==> src/rtl/echo_indication_serializer.sv <==
// Purpose : buffer heard(meth,v) indication calls and emit each as a header+payload beat pair.
// Latency : a call accepted at edge N can present its header beat in cycle N+1 (no empty bypass).
// Backpress: pipe_enq__RDY low freezes phase and beat data; heard__RDY depends on registers only.
//
// Ports:
//   CLK, nRST        clock; synchronous active-low reset
//   heard__ENA       method call strobe, only while heard__RDY=1
//   heard_meth       method id (low 16 bits carried in the header)
//   heard_v          payload value (sent as the final beat)
//   heard__RDY       FIFO has room for a call
//   pipe_enq__ENA    a beat transfers this cycle
//   pipe_enq_v       beat data
//   pipe_enq_last    1 on the payload beat
//   pipe_enq__RDY    host pipe can take a beat
//   msg_count        completed messages since reset (wraps)
//   occupancy        FIFO entries held, including the message in flight
module echo_indication_serializer #(
  parameter int          DEPTH      = 4,
  parameter logic [7:0]  HEADER_TAG = 8'hEC
) (
  input  logic                     CLK,
  input  logic                     nRST,
  input  logic                     heard__ENA,
  input  logic [31:0]              heard_meth,
  input  logic [31:0]              heard_v,
  output logic                     heard__RDY,
  output logic                     pipe_enq__ENA,
  output logic [31:0]              pipe_enq_v,
  output logic                     pipe_enq_last,
  input  logic                     pipe_enq__RDY,
  output logic [31:0]              msg_count,
  output logic [$clog2(DEPTH):0]   occupancy
);

  localparam int AW = $clog2(DEPTH);
  localparam int PW = AW + 1;

  typedef enum logic {
    PH_HDR  = 1'b0,
    PH_BODY = 1'b1
  } phase_t;

  // Entry layout: {meth[15:0], v[31:0]}
  logic [47:0]   mem_q [DEPTH];
  logic [PW-1:0] wr_ptr_q;
  logic [PW-1:0] rd_ptr_q;
  logic [31:0]   msg_cnt_q;
  phase_t        phase_q;
  phase_t        phase_d;

  logic          full;
  logic          empty;
  logic          push;
  logic          pop;
  logic [47:0]   head;

  // Upper method-id bits are not carried in the message.
  logic          unused_meth_hi;
  assign unused_meth_hi = ^heard_meth[31:16];

  // Extra pointer MSB distinguishes full from empty when the low bits match.
  assign full  = (wr_ptr_q[AW] != rd_ptr_q[AW]) && (wr_ptr_q[AW-1:0] == rd_ptr_q[AW-1:0]);
  assign empty = (wr_ptr_q == rd_ptr_q);

  // A pop in the same cycle does not free a slot for a push while full,
  // which keeps heard__RDY free of any path from the host pipe.
  assign heard__RDY = !full;
  assign push       = heard__ENA && !full;

  assign head       = mem_q[rd_ptr_q[AW-1:0]];
  assign occupancy  = wr_ptr_q - rd_ptr_q;
  assign msg_count  = msg_cnt_q;

  // Storage has no reset: validity is tracked purely by the pointers.
  always_ff @(posedge CLK) begin
    if (push) begin
      mem_q[wr_ptr_q[AW-1:0]] <= {heard_meth[15:0], heard_v};
    end
  end

  always_ff @(posedge CLK) begin
    if (!nRST) begin
      wr_ptr_q  <= '0;
      rd_ptr_q  <= '0;
      msg_cnt_q <= '0;
      phase_q   <= PH_HDR;
    end else begin
      phase_q <= phase_d;
      if (push) begin
        wr_ptr_q <= wr_ptr_q + PW'(1);
      end
      if (pop) begin
        rd_ptr_q  <= rd_ptr_q + PW'(1);
        msg_cnt_q <= msg_cnt_q + 32'd1;
      end
    end
  end

  // Head entry is read in place; it is popped only once its payload beat leaves,
  // so header and payload of one message can never be split by another.
  always_comb begin
    phase_d       = phase_q;
    pipe_enq__ENA = 1'b0;
    pipe_enq_v    = 32'd0;
    pipe_enq_last = 1'b0;
    pop           = 1'b0;
    if (!empty) begin
      case (phase_q)
        PH_HDR: begin
          pipe_enq_v = {HEADER_TAG, 8'd2, head[47:32]};
          if (pipe_enq__RDY) begin
            pipe_enq__ENA = 1'b1;
            phase_d       = PH_BODY;
          end
        end
        PH_BODY: begin
          pipe_enq_v    = head[31:0];
          pipe_enq_last = 1'b1;
          if (pipe_enq__RDY) begin
            pipe_enq__ENA = 1'b1;
            phase_d       = PH_HDR;
            pop           = 1'b1;
          end
        end
        default: begin
          phase_d = PH_HDR;
        end
      endcase
    end
  end

endmodule

==> config.mk <==
export PLATFORM = sky130hd
export DESIGN_NAME = echo_indication_serializer
export DESIGN_NICKNAME = d
export VERILOG_FILES = /design/src/rtl/echo_indication_serializer.sv
export SDC_FILE = /design/constraint.sdc
export NUM_CORES = 1
export LEC_CHECK = 0
export CAP_MARGIN = 25
export CELL_PAD_IN_SITES_DETAIL_PLACEMENT = 2
export CELL_PAD_IN_SITES_GLOBAL_PLACEMENT = 2
export CORE_MARGIN = 10
export CORE_UTILIZATION = 44
export CTS_BUF_LIST = sky130_fd_sc_hd__clkbuf_8
export CTS_CLUSTER_SIZE = 25
export DETAILED_ROUTE_END_ITERATION = 16
export PLACE_DENSITY = 0.85
export SYNTH_ARGS = -nofsm -noshare
export SYNTH_HDL_FRONTEND = slang
export SYNTH_SLANG_ARGS = --single-unit
==> constraint.sdc <==
create_clock -name CLK -period 6.3 [get_ports CLK]
set_input_delay 0.63 -clock CLK [delete_from_list [all_inputs] [get_ports CLK]]
set_output_delay 0.63 -clock CLK [all_outputs]
set_load 0.005 [all_outputs]
==> results of run 1 <==
==> worst min-delay path by stage <==
stage	start	endpoint
after floorplan	msg_count[30]	msg_count[30]
after global placement	msg_count[31]	msg_count[31]
after detailed placement	msg_count[31]	msg_count[31]
after CTS	msg_count[31]	msg_count[31]
after global routing	msg_count[31]	msg_count[31]
final	msg_count[31]	msg_count[31]
==> state kept, by name, summed over array words and instances, names as in the netlist, named ones only <==
signal     cells
wr_ptr_q       3
msg_count     32
mem_q        192
rd_ptr_q       3
phase_q        1
==> placed cells by master, fill, tap and decap left out, types with 2 or more instances in the layout <==
master,n
clkinv_1,3
nand3_1,8
xor2_1,15
inv_6,2
a21boi_0,4
clkdlybuf4s50_1,121
o21ai_0,7
clkbuf_8,46
clkinv_2,5
and2_1,25
mux4_2,48
buf_16,2
nand2_1,22
nor2b_1,17
and2_2,4
or3_1,7
nand2b_1,2
a21oi_1,7
xnor2_1,14
nand4_1,5
nor2_1,17
and4_1,3
nor3_1,6
inv_1,33
buf_4,9
mux2i_1,18
edfxtp_1,192
and3_1,8
dfxtp_1,39
ha_1,9
nor4_1,10
a21boi_1,4
==> critical path: stages, from the launching register on <==
cell	delay [ps]
dfxtp_1	390
inv_1	150
ha_1	390
nand2_1	200
nor2_2	370
buf_4	380
a21oi_1	80
clkdlybuf4s50_1	520
==> power breakdown <==
part           internal (W)  switching, W  total, W
clock network      0.000673      0.000620   0.00129
logic              0.000157      0.000155  0.000312
registers           0.00173     0.0000293   0.00176
total               0.00256      0.000805   0.00337
==> stage by stage <==
stage / utilization, % / hold slack (ps) / setup slack, ps / instances / area (µm²)
after detailed placement: 51.9 / 502 / 2950 / 922 / 10900
after global routing: 55.7 / 554 / 2410 / 998 / 11700
after global placement: 51.8 / 463 / 3140 / 921 / 10900
after floorplan: - / 472 / 3490 / 540 / 9320
after CTS: 55.6 / 517 / 2570 / 997 / 11600
final: 55.7 / 504 / 2630 / 998 / 11700
==> cell families after synthesis <==
| group | after synthesis | synth area share, % |
|---|---|---|
| simple gates | 136 | 7.98 |
| mux | 66 | 13.5 |
| xor+xnor | 30 | 2.90 |
| flops | 233 | 70.7 |
| buf+inv | 39 | 1.63 |
| compound gates | 26 | 1.83 |
| fa+ha+maj | 10 | 1.42 |
==> Yosys cell counts, types with 2 or more instances <==
cell type  count  area, µm²
nor4_1        10       62.6
nand3_1        8       40.0
nand4_1        5       31.3
buf_2          3       15.0
mux2i_1       18        180
a21boi_0       4       30.0
nand2b_1       2       12.5
mux4_2        48       1080
nor3_1         6       30.0
nand2_1       22       82.6
and2_1        29        181
buf_1          3       11.3
clkbuf_1      17       63.8
xor2_1        15        131
xnor2_1       14        123
a21boi_1       4       30.0
nor2b_1       17        106
and4_1         3       26.3
inv_1         15       56.3
ha_1           9        113
a21oi_1        7       35.0
or3_1          7       43.8
and3_1         8       50.1
nor2_1        18       67.6
edfxtp_1     192       5770
o21ai_0        7       35.0
dfxtp_1       41        821
==> routing by layer <==
| metal | wire length (µm) | vias to the layer above |
|---|---|---|
| li1 | - | 2384 |
| met1 | 10100 | 2772 |
| met5 | 0 | - |
| met3 | 993 | 39 |
| met4 | 512 | 0 |
| met2 | 13600 | 126 |
==> area by class of cell <==
| class | instances | area, µm² | share of cell area (%) |
|---|---|---|---|
| inverters | 15 | 56.3 | 0.482 |
| flip-flops and latches | 233 | 6590 | 56.5 |
| well taps | 275 | 344 | 2.95 |
| clock inverters | 29 | 129 | 1.10 |
| repair buffers | 132 | 1330 | 11.4 |
| clock buffers | 46 | 633 | 5.42 |
| multi-input cells | 268 | 2580 | 22.1 |
==> metrics, run 1 <==
status=finished, final reports clean; fillcell total=1861; Crit path arrival time=3040 ps; post-DP HPWL=17000 µm; clk buf depth=3; vias in the first global route=6184; worst vdd ir=0.000200 V; first-pass GRT wire length=38500 µm; fin crit share=58.2%; CTS tree=yes; max-slew violations=0; Cell Pwr Density=289 nW/µm²; final setup violating endpoints=0; Leakage=3.96 nW; worst min-delay path category=reg -> reg; CP Class=reg -> out; Gates resized, CTS repair=0; GRT Max-Usage Layer=met2; RSZ-0062 raised after global routing=no; worst-skew pair later-pin latency=550 ps; cells on worst reg2reg path=5; initial antenna violation count=0; WL per Instance=25.2 µm; M2 GR Usage=33.6%; Hold Crit Depth=2; Buffers on Ports=121; number of enable flip-flop cells after synthesis=192; actual slew at the worst max-slew pin=772 ps; Reg2Reg Capture Point=mem_q[0][14]; routability cong.=0.735; Final Net Count=769; clk slew on worst S/H paths=60 ps; 1st-iter DRT viols=352; startpoint types=flop; drt pass-1 iters=5; ys async rst share=0%; Seq/Total Area, Yosys=70.7%; H-tree depth=2; setup repair bufs after CTS=0; Final Hold Viols=0; CP Launch Point=wr_ptr_q[0]; Yosys warning count=0; Synth Net Count=618; GR Overflow Total=0; CORE AREA=21000 µm²; FP Rows=53; largest net degree at the start of global routing=49; CTS sink cnt=233; GRT Util Overall=18.6%; DR vias/cell=5.33; Post-Synthesis Cells=540; Final Skew=26.2 ps; Initial Util=44.5%; Area growth syn-to-layout=25.3%; io pins=138; setup_tns=0 ps; n_diodes=0; grt met1 use=22.1%; Max Cap Viol=0; Synth Area per Inst=17.3 µm²; synthesized flop and latch total=233; worst reg2reg startpoint=wr_ptr_q[0]; DRC viols=0; Final min period=3670 ps; antenna viol nets, final=0; met3 Track Usage GR=3.50%; Netlist cell types=35; share of layout cells above drive strength 1=16.9%; worst endpoint required time=5670 ps; Cell Area, Synth=9320 µm²; maximum clock rate=273 MHz; hold_buf cts=0; flop-to-flop setup slack=3150 ps; CP max FO=20; Die ar.=27400 µm²; CP endpoint kind=output port; Slew Limit Headroom=48.5%; chip height=166 µm; Post-Route WL=25200 µm; vias=5321; CP Capture Point=pipe_enq_v[31]; root buffer cell=clkbuf_8; Power Total=0.00337 W; dominant synthesized flop cell=edfxtp_1; CTS buffer count=41; Die X=166 µm
(Power assumes the default switching activity.)
==> run 2, diff against run 1 <==
Settings changed: CORE_UTILIZATION 44 to 41, PLACE_DENSITY 0.85 to 0.8.
Clock period 6.3 ns to 3.5 ns, I/O delays scaled along.
==> run 2 against run 1 <==
- via count decreased by 0.71%
- wire length fell by 0.43%
- die area increased by 6.4%
- clock power increased by 72%
- global-route usage shrank 1.3 points
- clock-buffer cell count fell by 5
- core utilization down 3.6 points
- first-iteration DRC count fell by 20%
- cell count up 1.6%
- clock skew about the same
- register-to-register slack worse by 2400 ps
- sequential power grew 80%
- largest cell class unchanged
- largest power group unchanged
==> metrics, run 2 (same netlist as run 1, synthesis figures left out) <==
drt pass-1 iters=6 (+1); worst min-delay path category=in -> reg; commonest non-fill, non-tap cell in the layout=edfxtp_1; CORE AREA=22500 µm² (+7.4%); met3 Track Usage GR=4.12% (+0.63 points); Leakage=3.94 nW (-0.39%); worst vdd ir=0.000316 V (+58%); M2 GR Usage=32.1% (-1.5 points); io pins=138 (unchanged); DR vias/cell=5.21 (-2.3%); flop-to-flop setup slack=790 ps (-2360 ps); status=finished, final reports clean; H-tree depth=2 (unchanged); grt met1 use=19.3% (-2.8 points); Clk pwr share=37.2% (-1.2 points); CTS buffer count=40 (-2.4%); Final Skew=25.8 ps (-0.400 ps); Cell Pwr Density=509 nW/µm² (+76%); max-slew violations=0 (unchanged); vias=5283 (-0.71%); root buffer cell=clkbuf_8; switching part of the total=24.4% (+0.50 points); Area growth syn-to-layout=25.9%; CTS tree=yes; final setup violating endpoints=0 (unchanged); Slew Limit Headroom=56.5% (+8.0 points); Final Net Count=773 (+0.52%); vias in the first global route=6232 (+0.78%); chip height=171 µm (+3.2%); WL per Instance=24.7 µm (-2.0%); largest net degree at the start of global routing=49 (unchanged); CP max FO=11 (-45%); Final min period=3220 ps; Max Cap Viol=0 (unchanged); 1st-iter DRT viols=280 (-20%); GRT Max-Usage Layer=met2; startpoint types=flop; FP Rows=55 (+3.8%); fin crit share=92.0%; maximum clock rate=311 MHz; CTS sink cnt=233 (unchanged); Die ar.=29100 µm² (+6.4%); share of layout cells above drive strength 1=16.9% (+0.068 points); Cell Int Power=0.00452 W (+76%); CP Class=reg -> out; combinational share of power=9.9% (+0.6 points); Crit path arrival time=2870 ps (-170 ps); Psw=0.00146 W (+81%); Die X=171 µm (+3.2%); Post-Route WL=25100 µm (-0.43%); RSZ-0062 raised after global routing=no; setup slack after layout=280 ps (-2350 ps); clk slew on worst S/H paths=60 ps (about the same); Largest register FFs=192 (unchanged); GRT Util Overall=17.4% (-1.3 points); antenna viol nets, final=0 (unchanged); Initial Util=41.4% (-3.1 points); actual slew at the worst max-slew pin=650 ps (-122 ps); WHS=451 ps (-53.8 ps); most frequent cells in the layout=192 x edfxtp_1, 121 x clkdlybuf4s50_1, 48 x mux4_2; worst-skew pair later-pin latency=540 ps (about the same); worst endpoint required time=3150 ps (-2520 ps); initial antenna violation count=3 (+3); Final Hold Viols=0 (unchanged); setup_tns=0 ps (unchanged); post-DP HPWL=17000 µm (about the same); Buffers on Ports=121 (unchanged); DRC viols=0 (unchanged); routability cong.=0.734 (-0.11%); Sequential Power Share=52.9% (+0.5 points); DP Worst Slack=481 ps (-2470 ps); GR Overflow Total=0 (unchanged); first-pass GRT wire length=38400 µm (-0.34%); CP endpoint kind=output port; setup repair bufs after CTS=0 (unchanged); clk buf depth=3 (unchanged)
==> run 2: what timing repair did <==
item,in CTS,in global routing
hold endpoints to repair,0,0
hold buffers,0,0
endpoints found under the setup margin,11,0
resized for setup,1,0
==> run 2: critical path, stage by stage (launching register included) <==
cell and delay, ps:
dfxtp_1 370, inv_1 130, ha_1 400, nand2_1 230, o21ai_2 550, nor2b_1 140
clkdlybuf4s50_1 510
==> run 2: metal layers <==
layer	vias to the layer above	routed length, µm	share of wire, %
li1	2392	-	-
met1	2718	9760	39
met3	47	1140	4.5
met4	2	561	2.2
met5	-	13	0.052
met2	124	13600	54
==> run 2: worst paths after layout <==
path / from / end / depth (start not counted)
max: wr_ptr_q[0] / pipe_enq_v[21] / 6
min: heard_meth[3] / mem_q[1][35] / 1
max reg2reg: wr_ptr_q[0] / wr_ptr_q[2] / 7
min reg2reg: msg_count[30] / msg_count[30] / 2
==> run 2: cell type report <==
class	count	area, µm²
inverters	15	56.3
well taps	285	357
repair buffers	137	1410
diodes	3	7.51
fillers	2027	10800
clock buffers	41	564
multi-input cells	268	2590
flip-flops and latches	233	6590
clock inverters	32	149
==> run 2: power by group through the flow <==
stage	clock network [W]	logic, W	registers, W
floorplan	0	0.000261	0.00320
global placement	0	0.000566	0.00320
detailed placement	0	0.000599	0.00322
CTS	0.00229	0.000607	0.00316
global route	0.00241	0.000642	0.00317
finish	0.00222	0.000591	0.00316
==> run 2: through the flow <==
step                      instances  utilization [%]  power (W)  instance area [µm²]
after floorplan                 540                -    0.00346                 9320
after global placement          937             48.8    0.00377                11000
after detailed placement        938             48.9    0.00382                11000
after CTS                      1011             52.1    0.00606                11700
after global routing           1012             52.1    0.00622                11700
final                          1014             52.1    0.00597                11700
==> patch (config.mk and constraints of run 2) <==
Make the reset (`nRST`) asynchronous in one clocked block. Comments in the files are not updated.
--- a/src/rtl/echo_indication_serializer.sv
+++ b/src/rtl/echo_indication_serializer.sv
@@ -79,5 +79,5 @@
   end
 
-  always_ff @(posedge CLK) begin
+  always_ff @(posedge CLK or negedge nRST) begin
     if (!nRST) begin
       wr_ptr_q  <= '0;
Behaviour: differs if nRST is asserted again (counterexample within 4 cycles, from zero or initial values and one cycle with nRST low); with nRST held inactive, the same outputs for 4 cycles.
==> patch against run 2 <==
Synthesized area rose by 0.43%. Sequential cell count fell by 2. Fmax rose by 2.3%. Utilization fell by 0.45 points. Synthesized cell count fell by 8.3%. Setup slack improved by 0.071 ns. Wire length fell by 4.9%. Cell area fell by 0.57%. Largest cell class unchanged.
Power is not compared: it rests on default switching activity, and its combinational part moved more than twofold at a synthesized area within 25%.
==> patch: results <==
export IMPL_finalNetCount=728
export IMPL_fin_skew_ns=0.0286
export IMPL_gp_congestion=0.744
export IMPL_wirelength_um=23900
export IMPL_dp_cells=892
export IMPL_drive_gt1_share_pct=19.6
export IMPL_yosysSeqAreaShare_pct=72.1
export IMPL_via_count=5149
export IMPL_holdCritPathClass="in -> async"
export IMPL_grt_use_total_pct=16.2
export IMPL_antenna_found_initial=1
export IMPL_grt_max_degree=51
export IMPL_grt_pass1_wl_um=36300
export IMPL_ys_top_cells_by_count="edfxtp_1, mux4_2, dfrtp_1, xor2_1, nor2_1"
export IMPL_cp_arrival_ns=2.80
export IMPL_ys_types=39
export IMPL_synthCells=495
export IMPL_drt_first_pass_iters=4
export IMPL_rr_worst_depth=5
export IMPL_fill_cells=2008
export IMPL_synth_async_reset_ratio_pct=16.9
export IMPL_slew_headroom_pct=40.6
export IMPL_fp_dieW_um=171
export IMPL_outcome="finished clean"
export IMPL_syn_nets=573
## patch: worst max-delay path, cell delays in order, from the launching register on
cell	delay [ns]
dfrtp_2	0.36
buf_4	0.61
mux4_2	0.38
mux2i_1	0.10
nor2_1	0.23
clkdlybuf4s50_1	0.57
## patch: repair_timing
action / CTS / global route
hold buffers: 0 / 0
gates resized for setup: 1 / 0
setup endpoints to repair: 2 / 0
## patch: logic make-up (layout without fill, tap and decap cells)
family / after synthesis / in the layout / share of synthesized area, %
AOI/OAI and AO/OA: 12 / 12 / 0.803
and+or+nand+nor: 100 / 100 / 6.73
adders and majority gates: 10 / 10 / 1.42
DFF: 231 / 231 / 72.1
buffers and inverters: 40 / 223 / 2.06
xor gates and xnor gates: 37 / 37 / 3.54
other: 0 / 1 / 0
muxes: 65 / 65 / 13.4
## patch: path summary, 6_finish.rpt
kind	startpoint	end	slack [ns]
max	rd_ptr_q[1]	pipe_enq_v[0]	0.35
min	nRST	msg_count[8]	0.20
max reg2reg	wr_ptr_q[0]	mem_q[0][19]	0.81
min reg2reg	msg_count[31]	msg_count[31]	0.49
max in group asynchronous	nRST	msg_count[26]	2.90
min in group CLK	heard_v[14]	mem_q[1][14]	0.45
## patch: metal layers
metal / GRT usage (%) / wire (µm)
met1: 19.6 / 9960
met2: 27.8 / 12100
met3: 4.59 / 1420
met4: 4.16 / 335
met5: 0 / 0
## patch: power by group
| group | total, mW | leakage, nW | internal (mW) | switching [mW] |
|---|---|---|---|---|
| clock network | 2.15 | 0.406 | 1.06 | 1.09 |
| logic | 3.81 | 1.53 | 1.90 | 1.91 |
| registers | 3.82 | 2.27 | 3.62 | 0.204 |
| total | 9.79 | 4.21 | 6.58 | 3.21 |
## patch: area by class of cell
class | instances | area share (%)
Clock buffer | 40 | 4.72
Sequential cell | 231 | 57.9
Clock inverter | 30 | 1.08
Tap cell | 285 | 3.06
Timing Repair Buffer | 137 | 11.9
Inverter | 16 | 0.515
Antenna cell | 1 | 0.0215
Multi-Input combinational cell | 224 | 20.9
## patch: per-stage QoR
stage               power (mW)  hold WS, ns  worst slack [ns]  cell area (µm²)
finish                    9.79        0.199             0.351            11700
CTS                       9.98        0.365             0.283            11600
global route              10.3        0.183             0.140            11700
detailed placement        7.75        0.475             0.520            11000
global placement          7.54        0.467             0.663            11000
floorplan                 5.78       0.0544             0.135             9360
